--- src/rtl/adc082s021_pkg.sv ---
// Shared constants and FSM state type for the ADC082S021 responder.
// Frame geometry, address bit offsets, responder states.
package adc082s021_pkg;

  localparam int FRAME_LEN_DEF = 16;
  localparam int LEAD_ZEROS    = 4;
  // ADD2..ADD0 land at [FRAME_LEN-3 : FRAME_LEN-5] after a frame
  localparam int ADDR_MSB_OFS  = 3;
  localparam int ADDR_LSB_OFS  = 5;

  typedef enum logic [2:0] {
    WAIT_IDLE,
    IDLE,
    ARMED,
    SHIFT,
    DONE
  } state_t;

endpackage

--- src/rtl/adc082s021_responder_if.sv ---
// SPI bus bundle between an ADC master and the responder.
// Ports: sclk, mosi, ss (master->slave), miso, miso_oe (slave->master).
interface adc082s021_responder_if;

  logic sclk;
  logic mosi;
  logic ss;
  logic miso;
  logic miso_oe;

  modport master (
    output sclk, mosi, ss,
    input  miso, miso_oe
  );

  modport slave (
    input  sclk, mosi, ss,
    output miso, miso_oe
  );

endinterface

--- src/rtl/adc082s021_responder_spi_edge_sync.sv ---
// Synchronizes sclk/mosi/ss into clk and flags sclk and ss edges.
// Ports: clk, reset (sync, low), i_sclk/i_mosi/i_ss in; o_lead, o_trail, o_mosi, o_ss_act, o_ss_start, o_ss_end out.
module spi_edge_sync #(
  parameter logic CPOL        = 1'b0,
  parameter logic SS          = 1'b0,
  parameter int   SYNC_STAGES = 2
) (
  input  logic clk,
  input  logic reset,
  input  logic i_sclk,
  input  logic i_mosi,
  input  logic i_ss,
  output logic o_lead,
  output logic o_trail,
  output logic o_mosi,
  output logic o_ss_act,
  output logic o_ss_start,
  output logic o_ss_end
);

  logic [SYNC_STAGES-1:0] r_sclk_sync;
  logic [SYNC_STAGES-1:0] r_mosi_sync;
  logic [SYNC_STAGES-1:0] r_ss_sync;
  logic                   r_sclk_prev;
  logic                   r_ss_prev;
  logic                   w_sclk;
  logic                   w_ss;

  // ss chain resets to "active" so a frame already in flight at
  // reset release is never mistaken for an idle bus.
  always_ff @(posedge clk) begin
    if (!reset) begin
      r_sclk_sync <= {SYNC_STAGES{CPOL}};
      r_mosi_sync <= '0;
      r_ss_sync   <= {SYNC_STAGES{~SS}};
      r_sclk_prev <= CPOL;
      r_ss_prev   <= ~SS;
    end else begin
      r_sclk_sync <= {r_sclk_sync[SYNC_STAGES-2:0], i_sclk};
      r_mosi_sync <= {r_mosi_sync[SYNC_STAGES-2:0], i_mosi};
      r_ss_sync   <= {r_ss_sync[SYNC_STAGES-2:0], i_ss};
      r_sclk_prev <= w_sclk;
      r_ss_prev   <= w_ss;
    end
  end

  assign w_sclk     = r_sclk_sync[SYNC_STAGES-1];
  assign w_ss       = r_ss_sync[SYNC_STAGES-1];
  assign o_mosi     = r_mosi_sync[SYNC_STAGES-1];
  assign o_lead     = (r_sclk_prev == CPOL) && (w_sclk != CPOL);
  assign o_trail    = (r_sclk_prev != CPOL) && (w_sclk == CPOL);
  assign o_ss_act   = (w_ss != SS);
  assign o_ss_start = (r_ss_prev == SS) && (w_ss != SS);
  assign o_ss_end   = (r_ss_prev != SS) && (w_ss == SS);

endmodule

--- src/rtl/adc082s021_responder.sv ---
// ADC082S021 SPI responder: returns a sample chosen by the previous frame's address.
// Ports: clk, reset (sync, low), ch0/ch1_sample, spi (slave), addr, sample_ack, sample_ch, frame_done, frame_err.
// Option: ADC082S021_RESP_TESTPAT_EN replaces the sample inputs with an internal counter.
module adc082s021_responder
  import adc082s021_pkg::*;
#(
  parameter logic CPOL        = 1'b0,
  parameter logic SS          = 1'b0,
  parameter int   DATA_W      = 8,
  parameter int   FRAME_LEN   = FRAME_LEN_DEF,
  parameter int   SYNC_STAGES = 2
) (
  input  logic              clk,
  input  logic              reset,
  input  logic [DATA_W-1:0] ch0_sample,
  input  logic [DATA_W-1:0] ch1_sample,
  adc082s021_responder_if.slave spi,
  output logic [2:0]        addr,
  output logic              sample_ack,
  output logic              sample_ch,
  output logic              frame_done,
  output logic              frame_err
);

  localparam int CNT_W = $clog2(FRAME_LEN + 1);
  localparam int TAIL  = FRAME_LEN - LEAD_ZEROS - DATA_W;
  // only the bits up to ADD2 are ever needed
  localparam int IN_W  = FRAME_LEN - ADDR_MSB_OFS + 1;

  state_t                 r_state;
  logic [CNT_W-1:0]       r_cnt;
  logic [IN_W-1:0]        r_in;
  logic [FRAME_LEN-1:0]   r_out;
  logic [DATA_W-1:0]      w_sample;
  logic [FRAME_LEN-1:0]   w_frame;
  logic                   w_lead;
  logic                   w_trail;
  logic                   w_mosi;
  logic                   w_ss_act;
  logic                   w_ss_start;
  logic                   w_ss_end;

  spi_edge_sync #(
    .CPOL        (CPOL),
    .SS          (SS),
    .SYNC_STAGES (SYNC_STAGES)
  ) u_sync (
    .clk        (clk),
    .reset      (reset),
    .i_sclk     (spi.sclk),
    .i_mosi     (spi.mosi),
    .i_ss       (spi.ss),
    .o_lead     (w_lead),
    .o_trail    (w_trail),
    .o_mosi     (w_mosi),
    .o_ss_act   (w_ss_act),
    .o_ss_start (w_ss_start),
    .o_ss_end   (w_ss_end)
  );

`ifdef ADC082S021_RESP_TESTPAT_EN
  logic [DATA_W-1:0] r_tp;

  always_ff @(posedge clk) begin
    if (!reset) begin
      r_tp <= '0;
    end else if (sample_ack) begin
      r_tp <= r_tp + 1'b1;
    end
  end

  assign w_sample = addr[0] ? ~r_tp : r_tp;
`else
  assign w_sample = addr[0] ? ch1_sample : ch0_sample;
`endif

  assign w_frame = FRAME_LEN'(w_sample) << TAIL;

  // r_out holds the bits still to be sent; miso is its registered head
  always_ff @(posedge clk) begin
    if (!reset) begin
      r_state     <= WAIT_IDLE;
      r_cnt       <= '0;
      r_in        <= '0;
      r_out       <= '0;
      spi.miso    <= 1'b0;
      spi.miso_oe <= 1'b0;
      addr        <= '0;
      sample_ack  <= 1'b0;
      sample_ch   <= 1'b0;
      frame_done  <= 1'b0;
      frame_err   <= 1'b0;
    end else begin
      sample_ack <= 1'b0;
      frame_done <= 1'b0;
      frame_err  <= 1'b0;
      unique case (r_state)
        WAIT_IDLE: begin
          if (!w_ss_act) r_state <= IDLE;
        end
        IDLE: begin
          if (w_ss_start) begin
            r_out       <= w_frame << 1;
            spi.miso    <= w_frame[FRAME_LEN-1];
            spi.miso_oe <= 1'b1;
            sample_ack  <= 1'b1;
            sample_ch   <= addr[0];
            r_cnt       <= '0;
            r_state     <= ARMED;
          end
        end
        ARMED, SHIFT: begin
          if (r_cnt == CNT_W'(FRAME_LEN)) begin
            addr       <= r_in[IN_W-1:FRAME_LEN-ADDR_LSB_OFS];
            frame_done <= 1'b1;
            spi.miso   <= 1'b0;
            r_state    <= DONE;
          end else if (w_ss_end) begin
            // ss drop wins over a coincident sclk edge
            frame_err   <= 1'b1;
            spi.miso    <= 1'b0;
            spi.miso_oe <= 1'b0;
            r_cnt       <= '0;
            r_state     <= IDLE;
          end else if (w_lead) begin
            r_in    <= {r_in[IN_W-2:0], w_mosi};
            r_cnt   <= r_cnt + 1'b1;
            r_state <= SHIFT;
          end else if (w_trail && (r_state == SHIFT)) begin
            spi.miso <= r_out[FRAME_LEN-1];
            r_out    <= r_out << 1;
          end
        end
        DONE: begin
          if (!w_ss_act) begin
            spi.miso_oe <= 1'b0;
            r_cnt       <= '0;
            r_state     <= IDLE;
          end
        end
        default: r_state <= WAIT_IDLE;
      endcase
    end
  end

endmodule
--- src/flat_wrapper.sv ---
// flat-port wrapper written by rule: the top's interface ports become plain ports
module adc082s021_responder_flat import adc082s021_pkg::*;
#(
  parameter logic CPOL        = 1'b0,
  parameter logic SS          = 1'b0,
  parameter int   DATA_W      = 8,
  parameter int   FRAME_LEN   = FRAME_LEN_DEF,
  parameter int   SYNC_STAGES = 2
)
  (clk, reset, ch0_sample, ch1_sample, addr, sample_ack, sample_ch, frame_done, frame_err, spi_sclk, spi_mosi, spi_ss, spi_miso, spi_miso_oe);
  adc082s021_responder_if spi_i ();
  input  logic clk;
  input  logic reset;
  input  logic [DATA_W-1:0] ch0_sample;
  input  logic [DATA_W-1:0] ch1_sample;
  output logic [2:0] addr;
  output logic sample_ack;
  output logic sample_ch;
  output logic frame_done;
  output logic frame_err;
  input wire logic [$bits(spi_i.sclk)-1:0] spi_sclk;
  input wire logic [$bits(spi_i.mosi)-1:0] spi_mosi;
  input wire logic [$bits(spi_i.ss)-1:0] spi_ss;
  output wire logic [$bits(spi_i.miso)-1:0] spi_miso;
  output wire logic [$bits(spi_i.miso_oe)-1:0] spi_miso_oe;
  assign spi_i.sclk = spi_sclk;
  assign spi_i.mosi = spi_mosi;
  assign spi_i.ss = spi_ss;
  assign spi_miso = spi_i.miso;
  assign spi_miso_oe = spi_i.miso_oe;
  adc082s021_responder #(.CPOL(CPOL), .SS(SS), .DATA_W(DATA_W), .FRAME_LEN(FRAME_LEN), .SYNC_STAGES(SYNC_STAGES)) u_core (.clk(clk), .reset(reset), .ch0_sample(ch0_sample), .ch1_sample(ch1_sample), .spi(spi_i), .addr(addr), .sample_ack(sample_ack), .sample_ch(sample_ch), .frame_done(frame_done), .frame_err(frame_err));
endmodule
--- config.mk ---
export PLATFORM = sky130hd
export DESIGN_NAME = adc082s021_responder_flat
export DESIGN_NICKNAME = d
export VERILOG_FILES = /design/src/rtl/adc082s021_pkg.sv /design/src/rtl/adc082s021_responder_if.sv /design/src/rtl/adc082s021_responder_spi_edge_sync.sv /design/src/rtl/adc082s021_responder.sv /design/src/flat_wrapper.sv
export SDC_FILE = /design/constraint.sdc
export NUM_CORES = 1
export LEC_CHECK = 0
export ABC_AREA = 1
export CELL_PAD_IN_SITES_DETAIL_PLACEMENT = 0
export CELL_PAD_IN_SITES_GLOBAL_PLACEMENT = 1
export CORE_ASPECT_RATIO = 1.25
export CORE_UTILIZATION = 39
export CTS_CLUSTER_SIZE = 8
export DETAILED_ROUTE_END_ITERATION = 10
export PLACE_DENSITY = 0.87
export SKIP_CTS_REPAIR_TIMING = 1
export SYNTH_ARGS = -nofsm -noshare
export SYNTH_HDL_FRONTEND = slang
export SYNTH_SLANG_ARGS = --single-unit
--- constraint.sdc ---
create_clock -name clk -period 1.95 [get_ports clk]
set_clock_uncertainty 0.05 [all_clocks]
set_input_delay 0.39 -clock clk [delete_from_list [all_inputs] [get_ports clk]]
set_output_delay 0.39 -clock clk [all_outputs]
set_load 0.05 [all_outputs]
After elaboration in Yosys (flattened, before gate mapping)

Cells that the tools add are included.

Input port bits: 21
Logic and storage cells: 96
Bits in registers: 55

Mux-type cells: 33
Reduce and logical (&&, ||, !) cells: 21
Add/sub/neg operators: 1
Equal/unequal tests: 17
Bitwise logic cells: 8

Operator list:

| kind                  | number |
|---|---|
| $mux W16              | 5 |
| $pmux W16 S2          | 1 |
| $mux W5               | 5 |
| $mux W3               | 5 |
| $pmux W5 S3           | 1 |
| $ne A2 B2 Y1 const B  | 7 |
| $mux W1               | 12 |
| $reduce_and A5 Y1     | 2 |
| $pmux W3 S3           | 1 |
| $mux W8               | 1 |
| $ne A4 B3 Y1 const B  | 2 |
| $not A1 Y1            | 8 |
| $reduce_and A2 Y1     | 4 |
| $reduce_and A4 Y1     | 2 |
| $eq A3 B2 Y1 const B  | 2 |
| $reduce_and A6 Y1     | 1 |
| $add A5 B1 Y5 const B | 1 |
| $eq A5 B5 Y1 const B  | 1 |
| $logic_and A1 B1 Y1   | 5 |
| $ne A4 B2 Y1 const B  | 1 |
| $reduce_or A2 Y1      | 2 |
| $eq A3 B1 Y1 const B  | 1 |
| $eq A3 B3 Y1 const B  | 1 |
| $logic_not A3 Y1      | 1 |
| other kinds (8)       | 8 |

Longest topological paths before layout

Depth in word-level cells: 8
Mapped depth: 10
Mapped depth without buffers: 10

Cells and area by module

From an unflattened synthesis, not the netlist that was laid out.

Cell total of the unflattened synthesis: 310
Area, all modules: 2,252.2 um2

Modules (own cells, without submodules):

| module               | area each (um2) | sequential area each (um2) | cells each | instances |
|---|---|---|---|---|
| adc082s021_responder | 2,000.7         | 840.8                      | 278        | 1 |
| spi_edge_sync        | 251.5           | 160.2                      | 32         | 1 |

Worst setup path before layout

No wires, ideal clock.

Path type: register -> register
From: register u_core.addr[0]
To: register u_core.r_out[5]
Period minus slack after synthesis: 1.619 ns
Stages on the path, launching flop included: 7
Library setup time: 0.115 ns
Arrival: 1.454 ns
Data required time: 1.785 ns
Setup slack: 0.331 ns
Cells stage by stage: dfxtp_1 clkbuf_1 clkinv_1 o21ai_1 nand3_1 nand2_1 nor2_1

Cells in the longest elaborated chain, start to end: 3

RTL lines:

| element                | line                        | RTL |
|---|---|---|
| from (decl)            | adc082s021_responder.sv:18  | `output logic [2:0] addr,` |
| from (signal assigned) | adc082s021_responder.sv:114 | `addr <= r_in[IN_W-1:FRAME_LEN-ADDR_LSB_OFS];` |
| $mux W8                | adc082s021_responder.sv:74  | `assign w_sample = addr[0] ? ch1_sample : ch0_sample;` |
| $mux W16               | adc082s021_responder.sv:102 | `if (w_ss_start) begin` |
| $pmux W16 S2           | adc082s021_responder.sv:97  | `unique case (r_state)` |
| to (signal assigned)   | adc082s021_responder.sv:103 | `r_out <= w_frame << 1;` |
| to (signal assigned)   | adc082s021_responder.sv:131 | `r_out <= r_out << 1;` |
| to (decl)              | adc082s021_responder.sv:33  | `logic [FRAME_LEN-1:0] r_out;` |

Every way passes these cells. The select of a mux whose other input is x is not followed.
A chain may end at the register's enable or synchronous reset.

Worst setup path after layout

From: register u_core.spi.miso_oe
To: output port spi_miso_oe

RTL lines:

| element                | line                          | RTL |
|---|---|---|
| from (decl)            | adc082s021_responder_if.sv:18 | `output miso, miso_oe` |
| from (signal assigned) | adc082s021_responder.sv:87    | `spi.miso_oe <= 1'b0;` |
| from (signal assigned) | adc082s021_responder.sv:105   | `spi.miso_oe <= 1'b1;` |
| from (signal assigned) | adc082s021_responder.sv:122   | `spi.miso_oe <= 1'b0;` |
| to (decl)              | flat_wrapper.sv:25            | `output wire logic [$bits(spi_i.miso_oe)-1:0] spi_miso_oe;` |

No word-level cell between the ends.

==> flow_summary.yaml <==
setup_path:
  start_kind: "flip-flop"
  path_cells: "clkdlybuf4s50_1"
  worst_path_max_delay_cell: "clkdlybuf4s50_1"
  crit_family: "buffers and inverters"
  reg2reg_from: "u_core.r_cnt[0]$_SDFFE_PN0P_"
  r2r_slack_ns: 0.32
  timing.rr.end: "u_core.r_cnt[4]$_SDFFE_PN0P_"
  max_stage_delay_ns: 0.81
  cp-end-kind: "primary output"
  r2r_cells: 10
  cp.required_ns: 1.51
  crit_fanout: 2
  cp.arrival_ns: 1.46
  crit_type: "flip-flop to primary output"
  crit_buf_inv: 1
synthesis:
  synth_area_leaders: "dfxtp_1 44%, nand2_1 11%, nor2_1 11%, inv_1 4.6%, nor3_1 3.5%"
  avgSynthCellArea_sq_um: 7.03
  yosys_register_bits: 50
  synth.distinct_cells: 28
  yosysTopAreaCell: "dfxtp_1"
  synth_edf_count: 0
  synth_top_flop_cell: "dfxtp_1"
  async_flop_share_pct: 0
  syn_nets: 347
  synthCells: 324
  syn_area_sq_um: 2280
  yosys.area.top_type_share_pct: 44.0
  seq_area_frac_synth_pct: 44.0
  yosysWarnings: 0
global_routing:
  grt-ovfl-total: 0
  grt_pass1_vias: 1882
  grt_start_max_net_pins: 38
  antenna_found_initial: 0
  track_usage_pct: 17.1
  grt_pass1_wl_um: 8420
sta:
  fin_setup_tns_ns: 0
  grt_setup_unrepaired: "no"
  fin_crit_sh_pct: 97.3
  slew_violations: 0
  finalSetupViolations: 0
  tightest_slew_ns: 0.491
  max_slew_margin_pct: 67.2
  finalWorstSetupSlack_ns: 0.0519
  hold_viol: 0
  fmaxAchievable_mhz: 527
  hold-worst-slack_ns: 0.372
  period_minus_slack_ns: 1.90
power:
  ir_worst_vdd_v: 0.000507
  power.density_nw_per_um2: 1160
  leakage_nw: 1.23
  p_total_w: 0.00317
placement:
  numPortBuffers: 29
  hpwl_um: 3290
  dp_slack_ns: 0.306
  placed_area_sq_um: 2630
  place_congestion: 0.803
floorplan:
  core_area_sq_um: 5520
  fp.dieArea_sq_um: 6150
  die_w_um: 70.3
  ios: 30
  num_rows: 30
  initial_core_util_pct: 41.3
  fp.dieH_um: 87.4
final_layout:
  layout_commonest_cell: "nand2_1"
  stdcell_area_sq_um: 2740
  drive_above_1_share_pct: 9.07
  antenna_cells: 0
  nets: 376
  multiInputGateArea_sq_um: 1090
  mostFrequentLayoutCells: "69 x nand2_1, 67 x nor2_1, 50 x dfxtp_1"
  regArea_sq_um: 1000
  fill_cells: 580
  syn_to_final_growth_pct: 20.4
routing:
  drc_errors: 0
  dr.pass1.iters: 4
  num_vias: 1986
  drt_iter0_drc: 83
  drt-vias-per-instance: 4.76
  ant_nets: 0
  drt-total-wl_um: 4620
  wl_per_cell_um: 11.1
clock_tree:
  path_clk_slew_ns: 0.09
  cts-root-buf: "clkbuf_8"
  cts_made_buffers: 5
  cts_tree: "done"
  htree_levels: 2
  numClockSinks: 50
  insertion_delay_ns: 0.30
  cts_buffer_depth: 2
hold_path:
  hold_path.class: "flip-flop to flip-flop"
  hold_path_startpoint: "u_core.u_sync.r_sclk_sync[0]$_SDFF_PN0_"
  worstHoldEndpoint: "u_core.u_sync.r_sclk_sync[1]$_SDFF_PN0_"
  whs_path_depth: 2
outcome:
  status: "completed"
job:
  max-cap-violations: 0
[how the worst max path moves through the flow]
stage | startpoint | end | slack (ns) | cells past startpoint
after global placement | reset | u_core.u_sync.r_ss_sync[1]$_SDFF_PN1_ | 0.34 | 3
after detailed placement | reset | u_core.u_sync.r_ss_sync[1]$_SDFF_PN1_ | 0.31 | 3
after global routing | u_core.spi.miso_oe$_SDFFE_PN0P_ | spi_miso_oe | 0.003 | 1
final | u_core.spi.miso_oe$_SDFFE_PN0P_ | spi_miso_oe | 0.05 | 1
after floorplan | u_core.addr[0]$_SDFFE_PN0P_ | u_core.r_out[5]$_SDFFE_PN0P_ | 0.33 | 6
after CTS | u_core.spi.miso_oe$_SDFFE_PN0P_ | spi_miso_oe | 0.02 | 1
[state kept, by name (all words and copies together) (netlist names), 2 cells and up]
signal                     cells
u_core.r_in                   14
u_core.u_sync.r_sclk_sync      2
u_core.u_sync.r_ss_sync        2
u_core.addr                    3
u_core.r_cnt                   5
u_core.r_state                 3
u_core.r_out                  11
u_core.u_sync.r_mosi_sync      2
[kinds of logic (layout without fill, tap and decap cells)]
| family | after synthesis | count (layout) | share of synthesized area (%) |
|---|---|---|---|
| flip-flops | 50 | 50 | 44.0 |
| buffers and inverters | 45 | 74 | 8.24 |
| AND/OR/NAND/NOR | 180 | 180 | 35.4 |
| adder cells (fa/ha/maj) | 2 | 2 | 1.10 |
| XOR/XNOR | 3 | 3 | 1.15 |
| AO/OA/AOI/OAI | 44 | 44 | 10.1 |
[stage by stage]
step / std cells / utilization (%)
2_1_floorplan: 324 / -
3_3_place_gp: 410 / 47.6
3_5_place_dp: 410 / 47.6
4_1_cts: 417 / 49.7
5_1_grt: 417 / 49.7
6_report: 417 / 49.7
[cell usage after synthesis (4+ instances only)]
library cell,instances
nor2_4,4
inv_2,4
nand2_1,69
o21ai_0,15
o21ai_1,13
inv_1,28
a21oi_1,9
nor3_1,16
o22ai_1,6
nand3_1,12
clkbuf_1,6
nor2_1,67
dfxtp_1,50
[layout make-up]
class	instances	share of cell area (%)
Timing Repair Buffer	34	12.2
Multi-Input combinational cell	229	39.7
Tap cell	64	2.92
Inverter	33	4.52
Clock inverter	1	1.10
Clock buffer	6	3.01
Sequential cell	50	36.5
[power by group]
part           internal (W)  total (W)  switching (W)
Combinational      0.000402    0.00109       0.000688
Sequential          0.00122    0.00134       0.000122
Clock              0.000411   0.000739       0.000329
Total               0.00203    0.00317        0.00114
[metal layers]
metal  wire [um]  share of wire (%)  vias to the layer above  track usage [%]
met1        2230                 48                      887             21.6
met3          99                2.1                        7             3.47
met4          61                1.3                        0             5.82
li1            -                  -                     1077                -
met5           0                  0                        -                0
met2        2230                 48                       15             28.9
Note: power is estimated with default switching activity, not from simulation.
